**src/rtl/miriscv_mem_arb_pkg.sv**
```systemverilog
// Shared types for the miriscv instruction/data memory arbiter.
package miriscv_mem_arb_pkg;

   typedef enum logic {SRC_INSTR, SRC_DATA} mem_src_e;

   localparam int ARB_ID_W = 1;

endpackage

```
**src/rtl/miriscv_arb_id_fifo.sv**
```systemverilog
// In-order FIFO of source IDs for shared-port requests awaiting their response.
module miriscv_arb_id_fifo
   import miriscv_mem_arb_pkg::*;
#(
   parameter int DEPTH = 2
)
(
   input  logic     i_clk,
   input  logic     i_arstn,
   input  logic     i_push,
   input  mem_src_e i_id,
   input  logic     i_pop,
   output logic     o_full,
   output logic     o_empty,
   output mem_src_e o_head
);

   localparam int AW = (DEPTH > 1) ? $clog2(DEPTH) : 1;
   localparam int PW = AW + 1;

   logic [PW-1:0]       r_wptr;
   logic [PW-1:0]       r_rptr;
   logic [ARB_ID_W-1:0] r_mem [2**AW];
   logic [PW-1:0]       w_count;
   logic                w_push;
   logic                w_pop;

   // Extra pointer bit distinguishes full from empty when the indices match.
   assign w_count = r_wptr - r_rptr;
   assign o_full  = (w_count == PW'(DEPTH));
   assign o_empty = (r_wptr == r_rptr);
   assign w_push  = i_push & ~o_full;
   assign w_pop   = i_pop & ~o_empty;
   assign o_head  = mem_src_e'(r_mem[r_rptr[AW-1:0]]);

   always_ff @(posedge i_clk or negedge i_arstn) begin
      if (!i_arstn) begin
         r_wptr <= '0;
         r_rptr <= '0;
      end else begin
         if (w_push) r_wptr <= r_wptr + PW'(1);
         if (w_pop)  r_rptr <= r_rptr + PW'(1);
      end
   end

   always_ff @(posedge i_clk) begin
      if (w_push) r_mem[r_wptr[AW-1:0]] <= i_id;
   end

endmodule

```
**src/rtl/miriscv_mem_arbiter.sv**
```systemverilog
// Merges the miriscv instruction and data ports onto one shared memory port,
// data first, and routes in-order responses back to the issuing port.
module miriscv_mem_arbiter
   import miriscv_mem_arb_pkg::*;
#(
   parameter int XLEN            = 32,
   parameter int MAX_OUTSTANDING = 2
)
(
   input  logic              clk_i,
   input  logic              arstn_i,
   input  logic              instr_req_i,
   input  logic [XLEN-1:0]   instr_addr_i,
   output logic              instr_rvalid_o,
   output logic [XLEN-1:0]   instr_rdata_o,
   input  logic              data_req_i,
   input  logic              data_we_i,
   input  logic [XLEN/8-1:0] data_be_i,
   input  logic [XLEN-1:0]   data_addr_i,
   input  logic [XLEN-1:0]   data_wdata_i,
   output logic              data_rvalid_o,
   output logic [XLEN-1:0]   data_rdata_o,
   output logic              mem_req_o,
   input  logic              mem_gnt_i,
   output logic              mem_we_o,
   output logic [XLEN/8-1:0] mem_be_o,
   output logic [XLEN-1:0]   mem_addr_o,
   output logic [XLEN-1:0]   mem_wdata_o,
   input  logic              mem_rvalid_i,
   input  logic [XLEN-1:0]   mem_rdata_i,
   output logic              err_o
);

   logic              r_instr_vld;
   logic [XLEN-1:0]   r_instr_addr;
   logic              r_data_vld;
   logic              r_data_we;
   logic [XLEN/8-1:0] r_data_be;
   logic [XLEN-1:0]   r_data_addr;
   logic [XLEN-1:0]   r_data_wdata;
   logic              r_lock_vld;
   mem_src_e          r_lock_src;
   logic              r_err;

   mem_src_e          w_sel;
   mem_src_e          w_head;
   logic              w_full;
   logic              w_empty;
   logic              w_req;
   logic              w_gnt;
   logic              w_rsp;

   // A presented but ungranted request stays selected even if data arrives later.
   always_comb begin
      w_sel = SRC_INSTR;
      if (r_lock_vld)      w_sel = r_lock_src;
      else if (r_data_vld) w_sel = SRC_DATA;
   end

   assign w_req     = (r_instr_vld | r_data_vld) & ~w_full;
   assign w_gnt     = w_req & mem_gnt_i;
   assign w_rsp     = mem_rvalid_i & ~w_empty;
   assign mem_req_o = w_req;

   always_comb begin
      mem_we_o    = 1'b0;
      mem_be_o    = '0;
      mem_addr_o  = '0;
      mem_wdata_o = '0;
      if (w_req) begin
         if (w_sel == SRC_DATA) begin
            mem_we_o    = r_data_we;
            mem_be_o    = r_data_be;
            mem_addr_o  = r_data_addr;
            mem_wdata_o = r_data_wdata;
         end else begin
            mem_be_o    = '1;
            mem_addr_o  = r_instr_addr;
         end
      end
   end

   assign instr_rvalid_o = w_rsp & (w_head == SRC_INSTR);
   assign data_rvalid_o  = w_rsp & (w_head == SRC_DATA);
   assign instr_rdata_o  = instr_rvalid_o ? mem_rdata_i : '0;
   assign data_rdata_o   = data_rvalid_o  ? mem_rdata_i : '0;
   assign err_o          = r_err;

   always_ff @(posedge clk_i or negedge arstn_i) begin
      if (!arstn_i) begin
         r_instr_vld <= 1'b0;
         r_data_vld  <= 1'b0;
         r_lock_vld  <= 1'b0;
         r_lock_src  <= SRC_INSTR;
         r_err       <= 1'b0;
      end else begin
         r_lock_vld <= w_req & ~mem_gnt_i;
         r_lock_src <= w_sel;
         if (w_gnt && (w_sel == SRC_INSTR)) r_instr_vld <= 1'b0;
         if (w_gnt && (w_sel == SRC_DATA))  r_data_vld  <= 1'b0;
         if (instr_req_i && !r_instr_vld)   r_instr_vld <= 1'b1;
         if (data_req_i && !r_data_vld)     r_data_vld  <= 1'b1;
         if ((instr_req_i && r_instr_vld) || (data_req_i && r_data_vld) ||
             (mem_rvalid_i && w_empty))
            r_err <= 1'b1;
      end
   end

   // Payload registers carry no reset; they are only observed while valid.
   always_ff @(posedge clk_i) begin
      if (instr_req_i && !r_instr_vld) r_instr_addr <= instr_addr_i;
      if (data_req_i && !r_data_vld) begin
         r_data_we    <= data_we_i;
         r_data_be    <= data_be_i;
         r_data_addr  <= data_addr_i;
         r_data_wdata <= data_wdata_i;
      end
   end

   miriscv_arb_id_fifo #(
      .DEPTH (MAX_OUTSTANDING)
   ) u_id_fifo (
      .i_clk   (clk_i),
      .i_arstn (arstn_i),
      .i_push  (w_gnt),
      .i_id    (w_sel),
      .i_pop   (w_rsp),
      .o_full  (w_full),
      .o_empty (w_empty),
      .o_head  (w_head)
   );

endmodule

```
**config.mk**
```make
export PLATFORM = sky130hd
export DESIGN_NAME = miriscv_mem_arbiter
export DESIGN_NICKNAME = d
export VERILOG_FILES = /design/src/rtl/miriscv_mem_arb_pkg.sv /design/src/rtl/miriscv_arb_id_fifo.sv /design/src/rtl/miriscv_mem_arbiter.sv
export SDC_FILE = /design/constraint.sdc
export NUM_CORES = 1
export LEC_CHECK = 0
export ABC_CLOCK_PERIOD_IN_PS = 5400
export BUFFER_PORTS_ARGS = -buffer_cell sky130_fd_sc_hd__buf_4
export CORE_UTILIZATION = 44
export CTS_CLUSTER_DIAMETER = 80
export DETAILED_ROUTE_END_ITERATION = 12
export HOLD_SLACK_MARGIN = 0.15
export PLACE_DENSITY_LB_ADDON = 0.08
export SKIP_CTS_REPAIR_TIMING = 1
export SLEW_MARGIN = 25
export SYNTH_ARGS = -nofsm -noshare
export SYNTH_HDL_FRONTEND = slang
export SYNTH_SLANG_ARGS = --single-unit
```
**constraint.sdc**
```tcl
create_clock -name clk_i -period 5.4 [get_ports clk_i]
set_clock_uncertainty 0.15 [all_clocks]
set_input_delay 0 -clock clk_i [delete_from_list [all_inputs] [get_ports clk_i]]
set_output_delay 0 -clock clk_i [all_outputs]
set_load 0.02 [all_outputs]
```
==> results, run 1 <==
- The run finished with clean final reports.
- Hold timing on the final database bottoms out at a slack of roughly 0.16 ns.
- The primary flip-flop cell chosen by synthesis mapping is edfxtp_1.
- Of the synthesized area, sequential elements account for 68.7%.
- The largest fanout on the critical path is 33.
- The number of buffers on the longest clock path is 2.
- The worst setup path is captured at an output port.
- The critical path runs through a total of 4 cells.
- Max-cap violations in this run came to 0.
- The first-pass GRT wire length is 18600 µm.
- The area added between synthesis and finish is 70.6%.
- Port buffering added roughly 280 buffers.
- Derived from the worst setup path, the maximum achievable clock frequency is around 370 MHz.
- The clock network is responsible for roughly a tenth of the overall power.
- The capturing element of the worst setup path is instr_rdata_o[0].
- The initial utilization of the core area, before any placement, comes to approximately 46%.
- After clock tree synthesis, the clock-pin slew on the worst setup and hold paths is approximately 0.1 ns.
- The internal power summed over all cells is about 0.0025 W.
- Data on the critical path arrives at its endpoint at 2.55 ns.
- The slowest cell on the critical path is a211oi_4.
- The floorplan has 37 rows.
- The post-detailed-route wirelength per cell is approximately 18 µm.
- For the pin with the worst max-slew slack, the measured transition is about 1 ns.
- The number of clock buffers added by TritonCTS is 9.
- The post-synthesis cell type count is 26.
- The post-synthesis async set-or-reset flop share is under 10%.
- Routability-driven placement finished with a final weighted congestion of about 0.78.
- The height of the die is roughly 110 µm.
- The number of I/O pins is around 280.
- The horizontal extent of the die is around 110 µm.
- The worst path uses between 40% and 50% of the clock period.
- Tracing the worst setup path back leads to its startpoint at u_id_fifo.r_rptr[0].
- The number of antenna violations at the first check in global routing came to 0.
- The number of DRC markers after the initial detailed-route iteration is 280.
- Walking the worst path, the cells encountered are mux2_2 > a211oi_4 > and2_1 > buf_4.
- The number of global-route vias before repair came to between 3000 and 4000.
- In this run the power spent charging and discharging nets is around 0.0022 W.
- In this run the worst hold path is classified as in -> out.
- Synthesis produced a netlist whose cell count is about 370.
- The root buffer cell is clkbuf_8.
- The final period demand of the worst path is 2.70 ns.
- The final number of setup-violating endpoints is 0.
- The endpoint identified for the worst register-to-register timing path is r_data_wdata[4].
- Setup repair after global routing left no endpoint under its margin.
- The number of synthesized flops with an enable pin is slightly above 100.
- The post-synthesis sequential element count is between 100 and 150.
- The depth of the most critical reg-to-reg path is 2.
- The die covers approximately 11000 µm².
- Including well taps, the total number of placed cells is around 770.
- The count of final max-slew check failures is 0.
- The number of nets in the layout is 888.
- The fraction of final layout cells with drive strength greater than 1 is between 40% and 50%.
- The library cell occupying the most area in the post-synthesis netlist is edfxtp_1.
- Synthesis produced a netlist with a net count of 511.
- The later pin in the worst-skew pair is clocked with a latency of around 0.36 ns.
- The TritonCTS clock tree is built.
- The peak supply drop is between 0.3 and 0.4 mV.
- The total congestion overflow is 0.
- The first detailed-routing pass took 6 iterations.
- The routed via count divided by cell count is roughly 4.9.
- The largest net degree at the start of global routing is 60.
- At the worst endpoint, the required time is 5.25 ns.
- The commonest cells after synthesis are 103 x edfxtp_1, 98 x and2_1, 65 x nand2_1, 36 x a21oi_1, 13 x nor2_1.
- In the post-route analysis, the smallest setup slack over all paths is ~2.7 ns.
- Setup slack on the worst reg-to-reg path comes out at ~3.3 ns.
- Combinational cells account for 63.8% of the total power.
- The top cell type's share of synthesized area is between 60 and 70%.
- The share of total power in sequential cells is between 20% and 30%.
- The half-perimeter wire length after placement is around 9200 µm.
- The clock sink count is about 110.
- After detailed routing, the number of remaining DRC violations is 0.
- The placeable core area is ~10000 µm².
- The power density normalized to cell area is ~570 nW/µm².
- The critical path startpoint category is a flop.
- Net switching is 46.5% of the power.
- Once layout is complete, the cells apart from fillers number 890.
- The class of the most critical setup path is reg -> out.
- The hold violation count in the final report is 0.
- The analysis attributes to cell leakage a power of about 3.6 nW.
- The headroom to the max-slew limit is around a third.
- The count of buffering cells on the critical path with inverters included is 1.
- The number of diodes added for antenna fixing is 0.
- The sum of negative setup slack is 0 ns.
- After synthesis the cells add up to ~4800 µm².
- The average cell area after synthesis is 13.0 µm².
- The dominant cell by count in the synthesized netlist is edfxtp_1.
- The family with the most delay on the worst path is compound AO/OA/AOI/OAI gates.
- CTS built an H-tree with a depth of 3.
- The number of warnings reported in the yosys synthesis log is 0.
- The largest stage delay on the critical path is 0.79 ns.
- The worst setup slack after placement is 3.04 ns.
- In this run the remaining antenna-violating nets after routing total 0.
- The post-route core utilization is 78.8%.
- After synthesis, the cell types taking the most area are edfxtp_1 64%, and2_1 13%, nand2_1 5.1%, dfrtp_1 4.7%, a21oi_1 3.7%.
- In the global route stage, overall resource usage came out at a little over a fifth.
- The critical register-to-register path startpoint is r_data_vld.
- Summing over every cut layer, the via total after detailed routing is ~4400.
- For this block, the routed nets add up to 15700 µm of wire.
[per-layer routing]
layer,vias to the layer above,wire length [µm],GRT usage [%]
met2,253,8540,39.8
met3,31,1340,7.60
met4,0,344,6.07
met1,2090,5440,23.5
li1,2015,-,-
met5,-,0,0
[sequential cells by signal (all words and copies together), names as in the netlist]
name,count
r_data_be,4
u_id_fifo.r_wptr,2
r_data_wdata,32
u_id_fifo.r_rptr,2
r_lock_src,1
r_data_addr,32
r_data_we,1
r_data_vld,1
r_instr_vld,1
r_lock_vld,1
err_o,1
r_instr_addr,32
u_id_fifo.r_mem,2
[power groups by stage]
stage	registers [W]	logic (W)	clock network [W]
2_1_floorplan	0.00120	0.00181	0
3_3_place_gp	0.00122	0.00283	0
3_5_place_dp	0.00123	0.00289	0
4_1_cts	0.00121	0.00290	0.000495
5_1_grt	0.00123	0.00320	0.000529
6_report	0.00122	0.00302	0.000493
[cell type report]
| cell class | count | area, µm² |
|---|---|---|
| tap | 136 | 170 |
| inverter | 4 | 15.0 |
| clock inverter | 7 | 73.8 |
| clock buffer | 9 | 124 |
| fill | 642 | 2220 |
| timing repair buffer | 387 | 3190 |
| multi-input combinational | 235 | 1350 |
| sequential | 112 | 3320 |
[worst min-delay path, delay by kind of cell]
| kind | cells | cell delay [ns] |
|---|---|---|
| buf+inv | 2 | 0.21 |
| simple gates | 1 | 0.10 |
[cell families (layout without fill, tap and decap cells)]
| family | Yosys count | after routing | synth area share (%) |
|---|---|---|---|
| AND/OR/NAND/NOR | 180 | 180 | 19.2 |
| flip-flops | 112 | 112 | 68.7 |
| AO/OA/AOI/OAI | 46 | 46 | 5.96 |
| buffers and inverters | 25 | 407 | 3.99 |
| XOR/XNOR | 6 | 6 | 1.48 |
| multiplexers | 3 | 3 | 0.648 |
[stage by stage]
| step | area, µm² | total power, W |
|---|---|---|
| final | 8240 | 0.00473 |
| after global routing | 8240 | 0.00496 |
| after CTS | 7160 | 0.00460 |
| after detailed placement | 6960 | 0.00411 |
| after global placement | 6930 | 0.00405 |
| after floorplan | 4830 | 0.00302 |
[cells in the final DEF (no fill, tap or decap), types with 2 or more instances in the layout]
cell type / synthesis / final
dlygate4sd3_1: 0 / 107
inv_1: 4 / 3
clkbuf_8: 0 / 9
nor2_1: 13 / 13
a211oi_4: 3 / 3
and2_1: 98 / 98
clkinv_8: 0 / 2
a21oi_1: 36 / 36
edfxtp_1: 103 / 103
xor2_1: 3 / 3
buf_8: 0 / 2
nand2_1: 65 / 65
xnor2_1: 2 / 2
buf_4: 1 / 277
dfrtp_1: 9 / 9
nor2b_4: 0 / 2
a31oi_1: 3 / 3
[worst min path at each step]
stage                                from                  end  slack (ns)  cells after the start
final                     mem_rdata_i[13]     data_rdata_o[13]        0.16                      3
after global routing       data_addr_i[4]       r_data_addr[4]        0.16                      2
after CTS                         arstn_i           r_data_vld       -0.73                      1
after detailed placement          arstn_i  u_id_fifo.r_rptr[1]       -0.32                      1
after global placement            arstn_i  u_id_fifo.r_rptr[1]       -0.32                      1
after floorplan                   arstn_i                err_o       -0.45                      0
Note: power is estimated with default switching activity, not from simulation.
==> run 2: changes to the inputs <==
--- a/config.mk
+++ b/config.mk
@@ -5,7 +5,7 @@
 export SDC_FILE = /design/constraint.sdc
 export NUM_CORES = 1
 export LEC_CHECK = 0
-export ABC_CLOCK_PERIOD_IN_PS = 5400
+export ABC_CLOCK_PERIOD_IN_PS = 2700
 export BUFFER_PORTS_ARGS = -buffer_cell sky130_fd_sc_hd__buf_4
 export CORE_UTILIZATION = 44
 export CTS_CLUSTER_DIAMETER = 80
==> constraint.sdc (replaced) <==
create_clock -name clk_i -period 2.7 [get_ports clk_i]
set_clock_uncertainty 0.15 [all_clocks]
set_input_delay 0 -clock clk_i [delete_from_list [all_inputs] [get_ports clk_i]]
set_output_delay 0 -clock clk_i [all_outputs]
set_load 0.02 [all_outputs]
==> run 2 against run 1 <==
  * Global-route usage fell by 0.40 points
  * Non-clock buffer count increased by 6
  * Cell area is essentially flat
  * Worst hold slack is essentially flat
  * Die area did not move
  * Count of clock-buffer cells in the layout increased by 3
  * Combinational power up 99%
  * Cell count rose by 0.67%
  * First-iteration DRC count fell by 23%
  * Highest routed layer unchanged
==> results, run 2 (synthesis gave the netlist of run 1 again) <==
- The starting density of the core is 46.2% (unchanged).
- The count of final max-slew check failures is 0 (unchanged).
- The run finished with clean final reports.
- The number of remaining DRC errors is 0 (unchanged).
- The first-pass GRT wire length came to 18300 µm (-1.3%).
- The placeable core area was 10500 µm² (unchanged).
- The switching share of total power was 45.9% (-0.62 points).
- The routed via count divided by cell count is 4.74 (-4.0%).
- The final worst slack is 0.363 ns (-2.34 ns).
- The worst setup slack after placement is 0.753 ns (-2.29 ns).
- The total of buffers placed on input and output ports is 275 (unchanged).
- The data required time at the worst endpoint is 2.55 ns (-2.70 ns).
- The remaining antenna violation count after routing came to 0 (unchanged).
- The number of antenna violations at the first check in global routing was 0 (unchanged).
- The share of total power in sequential cells came to 25.9% (about the same).
- STA classifies the critical path endpoint as an output port.
- The largest fanout on the critical path is 33 (unchanged).
- The height of the die is 107 µm (unchanged).
- The hold violation count in the final report is 0 (unchanged).
- The row count is 37 (unchanged).
- The peak supply drop came to 0.709 mV (+91%).
- The worst setup path is of the reg -> out kind.
- The largest registers in the layout are r_data_addr x32, r_data_wdata x32, r_instr_addr x32.
- The achievable frequency is about 430 MHz.
- The worst hold slack after final layout is 0.161 ns (+0.000308 ns).
- The clock transition at the registers of the reported paths is 0.08 ns (-0.02 ns).
- The total detailed-routing wirelength is 14600 µm (-6.6%).
- The largest net degree at the start of global routing is 44 (-27%).
- The internal power summed over all cells is 0.00505 W (+100%).
- The critical path startpoint category is a flop.
- The switching power is 0.00429 W (+95%).
- The TritonCTS clock tree is built.
- The root buffer cell chosen for the clock tree is clkbuf_8.
- The number of DRC markers after the initial detailed-route iteration was 217 (-23%).
- The slew of the pin with the lowest slew margin was 0.606 ns (-0.373 ns).
- The clock latency of the later-clocked register in the worst-skew pair came to 0.36 ns (about the same).
- The most common cell after layout, fill and taps aside is buf_4.
- The number of buffers inserted during clock tree synthesis came to 9 (unchanged).
- The area of the die came to 11400 µm² (unchanged).
- The overall global routing resource usage was 21.3% (-0.40 points).
- The number of H-tree branching levels is 3 (unchanged).
- The total congestion overflow was 0 (unchanged).
- The power share of the clock group is 9.6% (-0.8 points).
- The number of global-route vias before repair is 3634 (-1.6%).
- The fraction of final layout cells with drive strength greater than 1 came to 40.3% (-0.19 points).
- Setup repair after global routing left no endpoint under its margin.
- The number of search-and-repair iterations in the first detailed-routing pass came to 5 (-1).
- The headroom to the max-slew limit is 59.3% (+25 points).
- The number of nets in the layout is 894 (+0.68%).
- Subtracting the final worst setup slack from the clock period gives between 2 and 2.5 ns.
- The power density normalized to cell area is 1130 nW/µm² (+98%).
- The post-detailed-route wirelength per cell is 16.3 µm (-7.3%).
- The via total after detailed routing is 4243 (-3.3%).
- The horizontal extent of the die is 107 µm (unchanged).
- The area added between synthesis and finish is 70.7% (about the same).
- The number of buffers on the longest clock path came to 2 (unchanged).
- The worst hold path belongs to the class in -> out.
- The static leakage came to 3.60 nW (+0.35%).
- The clock sink count was 112 (unchanged).
- The endpoint arrival time on the critical path came to 2.19 ns (-0.36 ns).
- The fraction of power consumed by combinational cells is 64.5% (+0.7 points).
- The half-perimeter wire length after placement is 8940 µm (-3.2%).
- The max-capacitance violation count is 0 (unchanged).
- The number of I/O pins is 276 (unchanged).
- The final estimated routing congestion in global placement is 0.732 (-6.1%).
- The sum of negative setup slack was 0 ns (unchanged).
- The share of the clock period used by the worst path is 86.6%.
- The final number of setup-violating endpoints is 0 (unchanged).
- The number of diodes added for antenna fixing came to 0 (unchanged).
- Leaving out fill and tap cells, the most frequent cells in the layout are 284 x buf_4, 108 x dlygate4sd3_1, 103 x edfxtp_1.
-- run 2: critical path, cell delays in order (launching register included) --
cell,delay (ns)
dfrtp_1,0.58
mux2_2,0.41
a211oi_4,0.22
buf_4,0.30
and2_1,0.18
buf_4,0.14
-- run 2: area by class of cell --
| type | instances | area [µm²] |
|---|---|---|
| repair buffers | 393 | 3230 |
| inverters | 4 | 15.0 |
| flip-flops and latches | 112 | 3320 |
| clock inverters | 4 | 30.0 |
| clock buffers | 12 | 135 |
| multi-input cells | 235 | 1340 |
| fillers | 623 | 2220 |
| well taps | 136 | 170 |
-- run 2: power by group through the flow --
stage / clock [W] / sequential, W / combinational (W)
global route: 0.000968 / 0.00245 / 0.00642
detailed placement: 0 / 0.00245 / 0.00585
global placement: 0 / 0.00244 / 0.00580
floorplan: 0 / 0.00240 / 0.00363
CTS: 0.000908 / 0.00241 / 0.00588
finish: 0.000895 / 0.00242 / 0.00602
-- run 2: per-layer routing --
metal	track usage (%)	vias to the layer above	wire length, µm
li1	-	2026	-
met3	8.09	20	1300
met5	0	-	0
met4	5.77	0	267
met2	37.9	226	7810
met1	23.7	1971	5250
-- run 2: metrics by stage --
stage / cell area (µm²) / cells / utilization [%] / power (W)
detailed placement: 7000 / 772 / 66.9 / 0.00831
finish: 8240 / 896 / 78.8 / 0.00934
floorplan: 4840 / 372 / - / 0.00602
global placement: 7000 / 772 / 66.9 / 0.00823
CTS: 7160 / 788 / 68.5 / 0.00920
global route: 8240 / 896 / 78.8 / 0.00984
-- run 2: path summary, 6_finish.rpt --
kind | start | to | slack (ns) | depth (start not counted)
min in group asynchronous | arstn_i | r_lock_vld | 0.56 | 3
max | u_id_fifo.r_rptr[0] | instr_rdata_o[22] | 0.36 | 5
min | mem_rdata_i[17] | instr_rdata_o[17] | 0.16 | 3
min reg2reg | u_id_fifo.r_wptr[1] | u_id_fifo.r_wptr[1] | 0.41 | 1
max reg2reg | u_id_fifo.r_rptr[0] | r_lock_vld | 0.85 | 4
max in group asynchronous | arstn_i | u_id_fifo.r_wptr[0] | 1.52 | 3
